## src/rtl/servo_pkg.sv

```systemverilog
// Shared defaults and width arithmetic for the multi-channel servo PWM block.
package servo_pkg;

  localparam int SERVO_PERIOD_US = 20000;
  localparam int SERVO_MIN_US    = 1000;
  localparam int SERVO_MAX_US    = 2000;
  localparam int SERVO_CLK_DIV   = 100;

  function automatic int clamp_width(input int width, input int lo, input int hi);
    if (width < lo) return lo;
    if (width > hi) return hi;
    return width;
  endfunction

  // Next active width: jump straight to target, or move by at most step.
  function automatic int slew_step(input int active, input int target, input int step);
    if (step == 0) return target;
    if (target > active + step) return active + step;
    if (target + step < active) return active - step;
    return target;
  endfunction

endpackage

```

## src/rtl/servo_pwm_channel.sv

```systemverilog
// One servo channel: clamped target, frame-synchronous active width and output flop.
module servo_pwm_channel
  import servo_pkg::*;
#(
  parameter int CNT_W     = 15,
  parameter int MIN_US    = SERVO_MIN_US,
  parameter int MAX_US    = SERVO_MAX_US,
  parameter int SLEW_STEP = 0
) (
  input  logic             clk,
  input  logic             rst,
  input  logic             enable,
  input  logic             wr,
  input  logic [CNT_W-1:0] data,
  input  logic             boundary,
  input  logic [CNT_W-1:0] cntr,
  output logic             pwm
);

  localparam int CENTER = (MIN_US + MAX_US) / 2;

  logic [CNT_W-1:0] target_reg;
  logic [CNT_W-1:0] active_reg;
  logic             pwm_reg;

  // Target and active are separate so a write never disturbs the frame in flight;
  // the boundary update reads the target as it stood before this edge.
  always_ff @(posedge clk) begin
    if (rst) begin
      target_reg <= CNT_W'(CENTER);
      active_reg <= CNT_W'(CENTER);
      pwm_reg    <= 1'b0;
    end else begin
      if (wr) begin
        target_reg <= CNT_W'(clamp_width(int'(data), MIN_US, MAX_US));
      end
      if (boundary) begin
        active_reg <= CNT_W'(slew_step(int'(active_reg), int'(target_reg), SLEW_STEP));
      end
      pwm_reg <= enable && (cntr < active_reg);
    end
  end

  assign pwm = pwm_reg;

endmodule

```

## src/rtl/servo_pwm_multi.sv

```systemverilog
// Multi-channel servo PWM: microsecond prescaler, frame counter, write decode
// and one servo_pwm_channel per output pin.
module servo_pwm_multi
  import servo_pkg::*;
#(
  parameter int NUM_CH      = 4,
  parameter int CLK_DIV     = SERVO_CLK_DIV,
  parameter int PERIOD_US   = SERVO_PERIOD_US,
  parameter int MIN_US      = SERVO_MIN_US,
  parameter int MAX_US      = SERVO_MAX_US,
  parameter int SLEW_STEP   = 0,
  localparam int CNT_W      = $clog2(PERIOD_US),
  localparam int CH_W       = (NUM_CH > 1) ? $clog2(NUM_CH) : 1
) (
  input  logic              clk,
  input  logic              rst,
  input  logic              enable,
  input  logic              wr_en,
  input  logic [CH_W-1:0]   wr_ch,
  input  logic [CNT_W-1:0]  wr_data,
  output logic              wr_err,
  output logic              frame_start,
  output logic [NUM_CH-1:0] pwm_out
);

  localparam int PS_W = (CLK_DIV > 1) ? $clog2(CLK_DIV) : 1;

  generate
    if (MIN_US > MAX_US || MAX_US >= PERIOD_US || CLK_DIV < 1) begin : g_bad_params
      $error("servo_pwm_multi: need MIN_US <= MAX_US < PERIOD_US and CLK_DIV >= 1");
    end
  endgenerate

  logic [PS_W-1:0]  prescaler_reg;
  logic [CNT_W-1:0] cntr_reg;
  logic             frame_start_reg;
  logic             wr_err_reg;
  logic             tick;
  logic             boundary;
  logic [NUM_CH-1:0] ch_wr;

  assign tick     = enable && (prescaler_reg == PS_W'(CLK_DIV - 1));
  assign boundary = tick && (cntr_reg == CNT_W'(PERIOD_US - 1));

  // With enable low both counters sit at zero, so re-enabling starts a clean frame.
  always_ff @(posedge clk) begin
    if (rst) begin
      prescaler_reg   <= '0;
      cntr_reg        <= '0;
      frame_start_reg <= 1'b0;
      wr_err_reg      <= 1'b0;
    end else begin
      frame_start_reg <= boundary;
      wr_err_reg      <= wr_en && (int'(wr_ch) >= NUM_CH);
      if (!enable) begin
        prescaler_reg <= '0;
        cntr_reg      <= '0;
      end else if (tick) begin
        prescaler_reg <= '0;
        cntr_reg      <= boundary ? '0 : cntr_reg + CNT_W'(1);
      end else begin
        prescaler_reg <= prescaler_reg + PS_W'(1);
      end
    end
  end

  assign frame_start = frame_start_reg;
  assign wr_err      = wr_err_reg;

  for (genvar gi = 0; gi < NUM_CH; gi++) begin : g_ch
    assign ch_wr[gi] = wr_en && (int'(wr_ch) == gi);

    servo_pwm_channel #(
      .CNT_W    (CNT_W),
      .MIN_US   (MIN_US),
      .MAX_US   (MAX_US),
      .SLEW_STEP(SLEW_STEP)
    ) u_ch (
      .clk     (clk),
      .rst     (rst),
      .enable  (enable),
      .wr      (ch_wr[gi]),
      .data    (wr_data),
      .boundary(boundary),
      .cntr    (cntr_reg),
      .pwm     (pwm_out[gi])
    );
  end

endmodule

```

## config.mk

```make
export PLATFORM = sky130hd
export DESIGN_NAME = servo_pwm_multi
export DESIGN_NICKNAME = d
export VERILOG_FILES = /design/src/rtl/servo_pkg.sv /design/src/rtl/servo_pwm_channel.sv /design/src/rtl/servo_pwm_multi.sv
export SDC_FILE = /design/constraint.sdc
export NUM_CORES = 1
export LEC_CHECK = 0
export BUFFER_PORTS_ARGS = -buffer_cell sky130_fd_sc_hd__buf_2
export CAP_MARGIN = 20
export CORE_MARGIN = 2
export CORE_UTILIZATION = 50
export CTS_CLUSTER_DIAMETER = 40
export DETAILED_ROUTE_END_ITERATION = 6
export PLACE_DENSITY = 0.66
export SLEW_MARGIN = 20
export SYNTH_ARGS = -nofsm -noshare
export SYNTH_HDL_FRONTEND = slang
export SYNTH_SLANG_ARGS = --single-unit
```

## constraint.sdc

```tcl
create_clock -name clk -period 3.8 [get_ports clk]
set_input_delay 0.38 -clock clk [delete_from_list [all_inputs] [get_ports clk]]
set_output_delay 0.38 -clock clk [all_outputs]
set_load 0.005 [all_outputs]
```

==> results of run 1 <==
cells in the final DEF (no fill, tap or decap), drive strengths merged, types with 4 or more instances in the layout:
cell type / instances
nand4: 10
nor4: 6
or4: 4
a21oi: 81
a32o: 8
o211ai: 14
clkbuf: 18
a21o: 8
xnor2: 7
or3: 7
nand3: 59
a211o: 30
dfxtp: 147
a31oi: 17
buf: 33
clkinv: 6
nor2: 52
and3: 21
nand2: 40
nor3: 21
inv: 72
a211oi: 8
o21ai: 64
ha: 58
metal layers:
metal | share of wire, % | vias up | wire [um]
met3 | 4.3 | 31 | 739
met4 | 2.6 | 0 | 436
met2 | 47 | 161 | 7960
met1 | 46 | 2829 | 7930
met5 | 0 | - | 0
li1 | - | 2941 | -
cell usage after synthesis (6+ instances only):
| cell type | number |
|---|---|
| a211o_2 | 13 |
| nor3_1 | 20 |
| dfxtp_1 | 147 |
| a31oi_1 | 17 |
| nand2_1 | 40 |
| clkbuf_1 | 35 |
| nand4_1 | 10 |
| a21oi_1 | 81 |
| ha_1 | 58 |
| a21o_1 | 8 |
| a211o_1 | 17 |
| buf_2 | 9 |
| nand3_1 | 59 |
| or3_1 | 6 |
| o211ai_1 | 14 |
| inv_1 | 66 |
| xnor2_1 | 7 |
| nor2_1 | 51 |
| a211oi_1 | 7 |
| a32o_1 | 8 |
| and3_1 | 21 |
| o21ai_0 | 60 |
how the worst max path moves through the flow:
stage,start,slack [ns],depth (start not counted),to
after CTS,prescaler_reg[0],1.33,6,g_ch[2].u_ch.active_reg[11]
after global routing,prescaler_reg[0],1.15,6,g_ch[2].u_ch.active_reg[13]
final,prescaler_reg[0],1.30,6,g_ch[2].u_ch.active_reg[11]
after detailed placement,enable,1.29,5,cntr_reg[8]
after floorplan,cntr_reg[4],1.76,6,g_ch[1].u_ch.active_reg[0]
after global placement,enable,1.32,5,cntr_reg[8]
worst max-delay path: cells and delay by family (launching register included):
family | cells | cell delay, ns
compound gates | 2 | 0.32
fa+ha+maj | 1 | 0.22
buf+inv | 1 | 0.34
flops | 1 | 0.35
simple gates | 2 | 1.10
cells by family (layout without fill, tap and decap cells):
group / count (synthesis) / count (layout) / synth area share (%)
AOI/OAI and AO/OA: 244 / 244 / 21.9
and+or+nand+nor: 238 / 238 / 17.4
DFF: 147 / 147 / 41.7
buffers and inverters: 123 / 131 / 7.38
adders and majority gates: 58 / 58 / 10.3
xor gates and xnor gates: 9 / 9 / 1.12
other: 1 / 1 / 0.0531
muxes: 1 / 1 / 0.159
report_power, final:
group	internal, mW	switching, mW
Sequential	1.56	0.00942
Combinational	0.0318	0.0762
Clock	0.937	0.701
cell type report:
type / count / share of cell area, %
Clock buffer: 18 / 5.62
Clock inverter: 14 / 1.84
Inverter: 66 / 3.17
Multi-Input combinational cell: 551 / 46.2
Sequential cell: 147 / 37.7
Tap cell: 180 / 2.88
Timing Repair Buffer: 33 / 2.63
==> summary.txt, run 1 <==
Outcome
  • Status: complete, no violations

Finish
  • Area delta synth->final: 10.5%
  • Multi-input gate area: 3610 um^2
  • Final Cell Area: 7810 um^2
  • Reg area: ~2900 um^2
  • Share of cells above drive strength 1: about 11%
  • Utilization after layout: 56.5%
  • Layout Cells excl Fill: 1009
  • Nets: 895
  • Antenna diode count: 0
  • Fill cell count: 1240

Clocking
  • Cts hold-fix bufs: 0
  • Clk sinks: 147
  • CTS root buf: clkbuf_16
  • Clk_lat worst skew: approximately 0.43 ns
  • Post-CTS Setup Bufs: 0
  • Post-cts sizing count: 0
  • Clock buffer depth: 2
  • CTS tree: yes
  • Clock transition at path regs: 0.06 ns
  • Total clock buffers created by CTS: 17
  • Clock H-tree levels: 4

Die
  • Core ar.: 13800 um^2
  • Die Y: 123 um
  • Starting Density: 51.1%
  • Num rows: 43
  • Die width: 123 um
  • # IOs: 27
  • Die ar.: between 15000 and 20000 um^2

Timing
  • Fin crit share: 65.9%
  • Tmin final: 2.50 ns
  • Fin worst setup slack: 1.30 ns
  • Max-slew violations: 0
  • Fin. Hold Viols: 0
  • RSZ-0062 raised after global routing: false
  • Max Clock Skew: 0.00816 ns
  • Final TNS setup: 0 ns
  • # setup viols final: 0
  • Rel. slew slack: between 20 and 30%
  • Hold_ws: 0.240 ns
  • Peak Freq: 0.399 GHz
  • Slew @ Worst Pin: 1.07 ns

Detailed routing
  • Vias: 5962
  • DR WL/cell: 16.9 um
  • Via/cell ratio: 5.91
  • Drt total wl: approximately 17 mm
  • Pre-Repair DR Iteration Count: 5
  • Residual DRC: 0
  • DR iter-0 viols: between 400 and 500
  • DRT antenna net count: 0

Global routing
  • Busiest grt layer: met2
  • Global-route wire length before repair: 27.7 mm
  • Pin count of the biggest net entering global routing: 65
  • Global Route Usage Sum: 23.9%
  • GR Util met1: 30.5%
  • Met3 usage: 5.34%
  • Initial antenna violation count: 0
  • Met2 usage: roughly two fifths
  • GRT overflow: 0
  • Vias in the first global route: approximately 5600

Placed design
  • Buffers on Ports: 25
  • Setup slack at placement: ~1.3 ns
  • GP Congestion: about 0.86
  • # placed instances: 977
  • Placed cell area: around 7200 um^2
  • Dpl hpwl: 12.1 mm

Setup path
  • Req. time, crit path: 4.08 ns
  • Slowest stage delay, CP: 0.74 ns
  • R2R setup slack: 1.30 ns
  • Crit-path max FO: 26
  • Worst Path Arrival: 2.79 ns
  • Critical path's slowest cell: or3_1
  • Reg2reg end: g_ch[2].u_ch.active_reg[11]
  • CP Launch Type: flip-flop
  • Crit Path Class: reg -> reg
  • Register-to-Register Path Depth: 6
  • Cells along the critical path: ha_1 > nand3b_1 > or3_1 > buf_4 > o21ai_0 > a21oi_1
  • R2r startpoint: prescaler_reg[0]
  • CP Capture Type: flip-flop

Min path
  • Hold Crit Class: in -> reg
  • Hold EP: g_ch[1].u_ch.target_reg[2]
  • Worst hold path depth: 3
  • Worst hold path startpoint: wr_data[2]

Synth
  • Avg Inst Size Synth: 8.61 um^2
  • Synth warnings: 0
  • Synth area leaders: dfxtp_1 42%, ha_1 10%, a21oi_1 5.7%
  • Synth Cell Area: 7070 um^2
  • Sequential fraction of the synthesis area: 41.7%
  • Flop and latch count out of synthesis: 147
  • Share of the synthesized area in the top cell type: 41.7%
  • Top_reg_cell synth: dfxtp_1
  • Asr flop ratio synth: 0%
  • Number of synthesized flops with an enable pin: 0
  • Largest area contributor in the netlist: dfxtp_1
  • Cells after Synth: 821
  • Synth cell types: 58
  • Net Count, Synth: 900

Power
  • Pwr Density: 424 nW/um^2
  • Post-route total power: 3.31 mW
  • Leakage power: 3.25 nW
  • VDD IR max: 326 uV

Flow run
  • Max-cap violation count: 0
(Power assumes the default switching activity.)
==> run 2, diff against run 1 <==
--- a/config.mk
+++ b/config.mk
@@ -11,7 +11,7 @@
 export CORE_UTILIZATION = 50
 export CTS_CLUSTER_DIAMETER = 40
 export DETAILED_ROUTE_END_ITERATION = 6
-export PLACE_DENSITY = 0.66
+export PLACE_DENSITY = 0.68
 export SLEW_MARGIN = 20
 export SYNTH_ARGS = -nofsm -noshare
 export SYNTH_HDL_FRONTEND = slang
==> constraint.sdc (replaced) <==
create_clock -name clk -period 2 [get_ports clk]
set_input_delay 0.2 -clock clk [delete_from_list [all_inputs] [get_ports clk]]
set_output_delay 0.2 -clock clk [all_outputs]
set_load 0.005 [all_outputs]
==> run 2 against run 1 <==
Effect of this change:
- first-iteration DRC count increased by 10%
- global-route usage up 1.7 points
- fmax up 28%
==> summary.txt, run 2 (synthesized netlist as in run 1, its figures left out) <==
Power
  • Sw frac: 23.6% (was 23.7%)
  • Sequential power share: 47.5% (was 47.3%)
  • VDD IR max: 623 uV (was 326 uV)
  • Clock share of power: 48.9% (was 49.5%)
  • NetSw: 1.48 mW (was 0.787 mW)
  • Pint: 4.79 mW (was 2.53 mW)
  • Pwr Density: 771 nW/um^2 (was 424 nW/um^2)
  • Comb power frac: 3.6% (was 3.3%)
  • Leakage power: 3.43 nW (was 3.25 nW)

Setup path
  • Crit Path Class: reg -> reg (unchanged)
  • Worst Path Arrival: 2.27 ns (was 2.79 ns)
  • Slowest stage delay, CP: 0.57 ns (was 0.74 ns)
  • Crit-path max FO: 10 (was 26)
  • Req. time, crit path: 2.31 ns (was 4.08 ns)
  • CP Capture Type: flip-flop (unchanged)
  • Cells along the critical path: or4b_4 > or3_4 > buf_4 > o21ai_4 > o2bb2ai_1 (was ha_1 > nand3b_1 > or3_1 > buf_4 > o21ai_0 > a21oi_1)
  • Critical path's slowest cell: or4b_4 (was or3_1)
  • CP Launch Type: flip-flop (unchanged)

Clocking
  • Clk_lat worst skew: 0.43 ns (about the same)
  • Total clock buffers created by CTS: 17 (unchanged)
  • Clock buffer depth: 2 (unchanged)
  • CTS tree: yes (unchanged)
  • CTS root buf: clkbuf_16 (unchanged)
  • Clock transition at path regs: 0.06 ns (about the same)
  • Clock H-tree levels: 4 (unchanged)
  • Clk sinks: 147 (unchanged)
  • Cts hold-fix bufs: 0 (unchanged)

Finish
  • Nets: 929 (was 895)
  • Share of cells above drive strength 1: 14.9% (was 11.0%)
  • Most frequent cells in the layout: 144 x dfxtp_1, 81 x a21oi_1, 66 x inv_1, 59 x nand3_1, 57 x ha_1 (was 147 x dfxtp_1, 81 x a21oi_1, 66 x inv_1, 60 x o21ai_0, 59 x nand3_1)
  • Antenna diode count: 0 (unchanged)
  • Fill cell count: 1215 (was 1240)
  • Area delta synth->final: 15.0% (was 10.5%)
  • Most common cell after layout, fill and taps aside: dfxtp_1 (unchanged)
  • Final Cell Area: 8120 um^2 (was 7810 um^2)

Detailed routing
  • Via/cell ratio: 6.00 (was 5.91)
  • Drt total wl: 18.9 mm (was 17.1 mm)
  • DR iter-0 viols: 497 (was 450)
  • DR WL/cell: 18.1 um (was 16.9 um)
  • Pre-Repair DR Iteration Count: 6 (was 5)
  • DRT antenna net count: 0 (unchanged)
  • Residual DRC: 0 (unchanged)
  • Vias: 6255 (was 5962)

Timing
  • Peak Freq: 0.510 GHz (was 0.399 GHz)
  • # setup viols final: 0 (unchanged)
  • Tmin final: 1.96 ns (was 2.50 ns)
  • Fin. Hold Viols: 0 (unchanged)
  • Slew @ Worst Pin: 0.716 ns (was 1.07 ns)
  • Max Clock Skew: 0.00995 ns (was 0.00816 ns)
  • Fin worst setup slack: 0.0391 ns (was 1.30 ns)
  • Rel. slew slack: 52.1% (was 28.7%)
  • Max-slew violations: 0 (unchanged)
  • Fin crit share: 98.0% (was 65.9%)
  • RSZ-0062 raised after global routing: true (was false)

Placed design
  • Setup slack at placement: 0.0222 ns (was 1.29 ns)
  • GP Congestion: 0.896 (was 0.859)
  • Dpl hpwl: 12.7 mm (was 12.1 mm)
  • Buffers on Ports: 25 (unchanged)
  • Placed cell area: 7490 um^2 (was 7230 um^2)

Global routing
  • Vias in the first global route: 5914 (was 5604)
  • Global Route Usage Sum: 25.5% (was 23.9%)
  • Pin count of the biggest net entering global routing: 92 (was 65)
  • Global-route wire length before repair: 29.7 mm (was 27.7 mm)
  • GRT overflow: 0 (unchanged)
  • Initial antenna violation count: 0 (unchanged)

Outcome
  • Status: complete, no violations (unchanged)

Die
  • # IOs: 27 (unchanged)
  • Die ar.: 15100 um^2 (unchanged)
  • Starting Density: 51.1% (unchanged)
  • Core ar.: 13800 um^2 (unchanged)
  • Die Y: 123 um (unchanged)
  • Die width: 123 um (unchanged)
  • Num rows: 43 (unchanged)

Flow run
  • Max-cap violation count: 0 (unchanged)

Min path
  • Hold Crit Class: in -> reg (unchanged)
run 2: cell count changes in the layout (fill, tap and decap cells not counted), moves of 3 or more:
cell | before | now
clkinv_4 | 5 | 2
dfxtp_1 | 147 | 144
dfxtp_2 | 0 | 3
buf_6 | 0 | 4
clkinvlp_4 | 1 | 5
o21ai_1 | 3 | 11
o21ai_0 | 60 | 51
buf_4 | 6 | 34
run 2: per-stage QoR:
stage / TNS (ns) / cells / hold WS [ns] / util [%] / power [mW]
after floorplan: 0 / 821 / 0.333 / - / 3.17
final: 0 / 1043 / 0.0647 / 58.8 / 6.27
after global routing: -0.132 / 1043 / 0.0800 / 58.8 / 6.45
after global placement: 0 / 1008 / 0.431 / 54.2 / 3.25
after detailed placement: 0 / 1008 / 0.448 / 54.2 / 3.26
after CTS: 0 / 1040 / 0.0619 / 58.3 / 6.29
run 2: area by class of cell:
type	instances	area (um^2)	share of cell area (%)
Multi-Input combinational cell	551	3630	44.6
Sequential cell	147	2950	36.3
Timing Repair Buffer	67	510	6.28
Clock buffer	19	443	5.45
Inverter	66	248	3.05
Tap cell	180	225	2.77
Clock inverter	13	125	1.54
run 2: worst max-delay path: cells and delay by family, from the launching register on:
family	cells	cell delay [ns]
flops	1	0.31
buf+inv	1	0.20
simple gates	2	1.05
compound gates	2	0.28
run 2: what timing repair did:
item                       CTS  global route
setup endpoints to repair    0            41
resized for setup            0            17
buffers inserted             0             1
run 2: layer usage:
| metal | wire, um | global-route usage (%) |
|---|---|---|
| met1 | 8410 | 32.7 |
| met2 | 8900 | 41.8 |
| met3 | 1190 | 5.16 |
| met4 | 386 | 10.6 |
| met5 | 0 | 0 |
run 2: final timing paths:
path,startpoint,to,slack (ns),cells past startpoint
worst min-delay path,wr_data[2],g_ch[1].u_ch.target_reg[2],0.06,3
worst max register to register,cntr_reg[8],cntr_reg[1],0.04,5
worst max-delay path,cntr_reg[8],cntr_reg[1],0.04,5
worst min register to register,prescaler_reg[0],prescaler_reg[0],0.42,1
run 2: power by group through the flow:
stage / logic [mW] / registers (mW) / clock network (mW)
2_1_floorplan: 0.133 / 3.03 / 0
3_3_place_gp: 0.211 / 3.04 / 0
3_5_place_dp: 0.219 / 3.04 / 0
4_1_cts: 0.221 / 2.98 / 3.10
5_1_grt: 0.244 / 2.98 / 3.23
6_report: 0.225 / 2.98 / 3.06
==> run 3, diff against run 2 <==
--- a/config.mk
+++ b/config.mk
@@ -7,11 +7,13 @@
 export LEC_CHECK = 0
 export BUFFER_PORTS_ARGS = -buffer_cell sky130_fd_sc_hd__buf_2
 export CAP_MARGIN = 20
+export CELL_PAD_IN_SITES_DETAIL_PLACEMENT = 2
+export CELL_PAD_IN_SITES_GLOBAL_PLACEMENT = 2
 export CORE_MARGIN = 2
-export CORE_UTILIZATION = 50
+export CORE_UTILIZATION = 35
 export CTS_CLUSTER_DIAMETER = 40
 export DETAILED_ROUTE_END_ITERATION = 6
-export PLACE_DENSITY = 0.68
+export PLACE_DENSITY = 0.75
 export SLEW_MARGIN = 20
 export SYNTH_ARGS = -nofsm -noshare
 export SYNTH_HDL_FRONTEND = slang
==> run 3 against run 2 <==
Effect of this change:
- routed wire length is 33% higher
- utilization is 16 points lower
- worst setup slack worse by 0.022 ns
- global-route usage is 2.1 points lower
- critical path depth is 2 higher
- critical endpoint is now g_ch[0].u_ch.active_reg[0]
==> summary.txt, run 3 (synthesized netlist as in run 1, its figures left out) <==
Outcome
  • Status: complete, no violations (unchanged)

Timing
  • Peak Freq: 0.504 GHz (was 0.510 GHz)
  • RSZ-0062 raised after global routing: true (unchanged)
  • Max-slew violations: 0 (unchanged)
  • Hold_ws: 0.0696 ns (was 0.0647 ns)
  • # setup viols final: 0 (unchanged)
  • Rel. slew slack: 53.6% (was 52.1%)
  • Tmin final: 1.98 ns (was 1.96 ns)
  • Final TNS setup: 0 ns (unchanged)
  • Fin crit share: 99.1% (was 98.0%)
  • Fin. Hold Viols: 0 (unchanged)
  • Slew @ Worst Pin: 0.693 ns (was 0.716 ns)
  • Max Clock Skew: 0.0119 ns (was 0.00995 ns)

Die
  • Die ar.: 21300 um^2 (was 15100 um^2)
  • Core ar.: 19700 um^2 (was 13800 um^2)
  • Starting Density: 35.9% (was 51.1%)
  • Die width: 146 um (was 123 um)
  • Num rows: 51 (was 43)
  • # IOs: 27 (unchanged)
  • Die Y: 146 um (was 123 um)

Clocking
  • CTS root buf: clkbuf_16 (unchanged)
  • Cts hold-fix bufs: 0 (unchanged)
  • Clk_lat worst skew: 0.44 ns (was 0.43 ns)
  • Clock transition at path regs: 0.07 ns (was 0.06 ns)
  • Clock buffer depth: 2 (unchanged)
  • CTS tree: yes (unchanged)
  • Clk sinks: 147 (unchanged)
  • Clock H-tree levels: 4 (unchanged)
  • Total clock buffers created by CTS: 17 (unchanged)

Global routing
  • Global-route wire length before repair: 39.4 mm (was 29.7 mm)
  • Met3 usage: 3.62% (was 5.16%)
  • GR Util met1: 29.2% (was 32.7%)
  • Initial antenna violation count: 0 (unchanged)
  • GRT overflow: 0 (unchanged)
  • Pin count of the biggest net entering global routing: 45 (was 92)
  • Global Route Usage Sum: 23.5% (was 25.5%)
  • Met2 usage: 41.6% (was 41.8%)
  • Vias in the first global route: 7113 (was 5914)
  • Busiest grt layer: met2 (unchanged)

Finish
  • Most common cell after layout, fill and taps aside: dfxtp_1 (unchanged)
  • Area delta synth->final: 18.9% (was 15.0%)
  • Most frequent cells in the layout: 145 x dfxtp_1, 78 x a21oi_1, 66 x inv_1, 58 x nand3_1, 58 x ha_1 (was 144 x dfxtp_1, 81 x a21oi_1, 66 x inv_1, 59 x nand3_1, 57 x ha_1)
  • Share of cells above drive strength 1: 16.6% (was 14.9%)
  • Antenna diode count: 0 (unchanged)
  • Nets: 938 (was 929)

Setup path
  • Slowest stage delay, CP: 0.56 ns (was 0.57 ns)
  • Worst Path Arrival: 2.34 ns (was 2.27 ns)
  • R2r startpoint: cntr_reg[8] (unchanged)
  • CP Buf/Inv Count: 3 (was 1)
  • Req. time, crit path: 2.36 ns (was 2.31 ns)
  • CP Capture Type: flip-flop (unchanged)
  • CP Launch Type: flip-flop (unchanged)
  • Register-to-Register Path Depth: 7 (was 5)
  • Reg2reg end: g_ch[0].u_ch.active_reg[0] (was cntr_reg[1])
  • Crit-path max FO: 14 (was 10)
  • Crit path max-delay family: simple AND/OR/NAND/NOR gates (unchanged)
  • Cells along the critical path: or4b_4 > nor3_4 > buf_4 > buf_12 > buf_12 > nand3_1 > a21oi_2 (was or4b_4 > or3_4 > buf_4 > o21ai_4 > o2bb2ai_1)
  • Critical path's slowest cell: or4b_4 (unchanged)
  • R2R setup slack: 0.02 ns (was 0.04 ns)
  • Crit Path Class: reg -> reg (unchanged)
  • CP most frequent cell: buf_12

Detailed routing
  • DRT antenna net count: 0 (unchanged)
  • DR WL/cell: 22.0 um (was 18.1 um)
  • Residual DRC: 0 (unchanged)
  • Via/cell ratio: 5.68 (was 6.00)
  • Pre-Repair DR Iteration Count: 7 (was 6)
  • Vias: 6458 (was 6255)
  • DR iter-0 viols: 378 (was 497)
  • Drt total wl: 25.0 mm (was 18.9 mm)

Placed design
  • GP Congestion: 0.788 (was 0.896)
  • Dpl hpwl: 17.6 mm (was 12.7 mm)
  • Buffers on Ports: 25 (unchanged)

Power
  • Leakage power: 3.51 nW (was 3.43 nW)
  • VDD IR max: 445 uV (was 623 uV)
  • Pwr Density: 747 nW/um^2 (was 771 nW/um^2)

Min path
  • Worst hold path depth: 3 (unchanged)
  • Worst hold path startpoint: wr_data[2] (unchanged)
  • Hold EP: g_ch[2].u_ch.target_reg[2] (was g_ch[1].u_ch.target_reg[2])
  • Hold Crit Class: in -> reg (unchanged)

Flow run
  • Max-cap violation count: 0 (unchanged)
==> run 3: cell types whose count changed in the layout (fill, tap and decap cells not counted), sizes merged <==
| cell | change |
|---|---|
| buf | +8 |
| bufinv | -1 |
| clkinv | +3 |
| clkinvlp | -3 |
| inv | +2 |
==> run 3: worst max path at each step <==
stage / from / to / slack (ns) / cells after the start
2_1_floorplan: cntr_reg[1] / g_ch[0].u_ch.active_reg[10] / 0.002 / 7
3_3_place_gp: cntr_reg[5] / cntr_reg[1] / 0.07 / 5
3_5_place_dp: cntr_reg[5] / cntr_reg[1] / -0.04 / 5
4_1_cts: cntr_reg[8] / g_ch[1].u_ch.active_reg[9] / 0.002 / 5
5_1_grt: cntr_reg[8] / g_ch[0].u_ch.active_reg[0] / -0.07 / 7
6_report: cntr_reg[8] / g_ch[0].u_ch.active_reg[0] / 0.02 / 7
==> run 3: stage by stage <==
stage / worst slack, ns / instances / power [mW] / cell area, um^2 / utilization [%]
floorplan: 0.00231 / 821 / 3.17 / 7070 / -
global placement: 0.0650 / 1100 / 3.26 / 7690 / 39.1
detailed placement: -0.0402 / 1100 / 3.27 / 7690 / 39.1
CTS: 0.00206 / 1132 / 6.30 / 8260 / 42.0
global route: -0.0700 / 1137 / 6.47 / 8400 / 42.7
finish: 0.0174 / 1137 / 6.27 / 8400 / 42.7
==> run 3: area by class of cell <==
type	count	area, um^2
clock inverters	14	121
fillers	2212	11300
well taps	265	332
clock buffers	18	439
repair buffers	76	657
inverters	66	248
flip-flops and latches	147	2950
multi-input cells	551	3660
==> run 3: worst register-to-register path, delay by kind of cell (launching register included) <==
family / cells / cell delay (ns)
compound gates: 1 / 0.19
flops: 1 / 0.31
simple gates: 3 / 0.95
buf+inv: 3 / 0.46
==> run 3: power breakdown <==
part	internal, mW	leakage (nW)	total (mW)	switching [mW]
Combinational	0.0686	2.05	0.240	0.171
Clock	1.66	0.272	3.06	1.40
Sequential	2.96	1.19	2.98	0.0178
Total	4.68	3.51	6.27	1.59
==> run 3: layer usage <==
layer  up-vias  routed length (um)
met5         -                   0
met4         0                 543
met3        39                 683
met2       105               12500
met1      3292               11300
li1       3022                   -
==> run 3: repair_timing <==
action | 4_1_cts | 5_1_grt
pin swaps | 1 | 3
buffers inserted | 0 | 3
gates resized for setup | 6 | 36
gates cloned | 0 | 2
setup endpoints to repair | 11 | 48
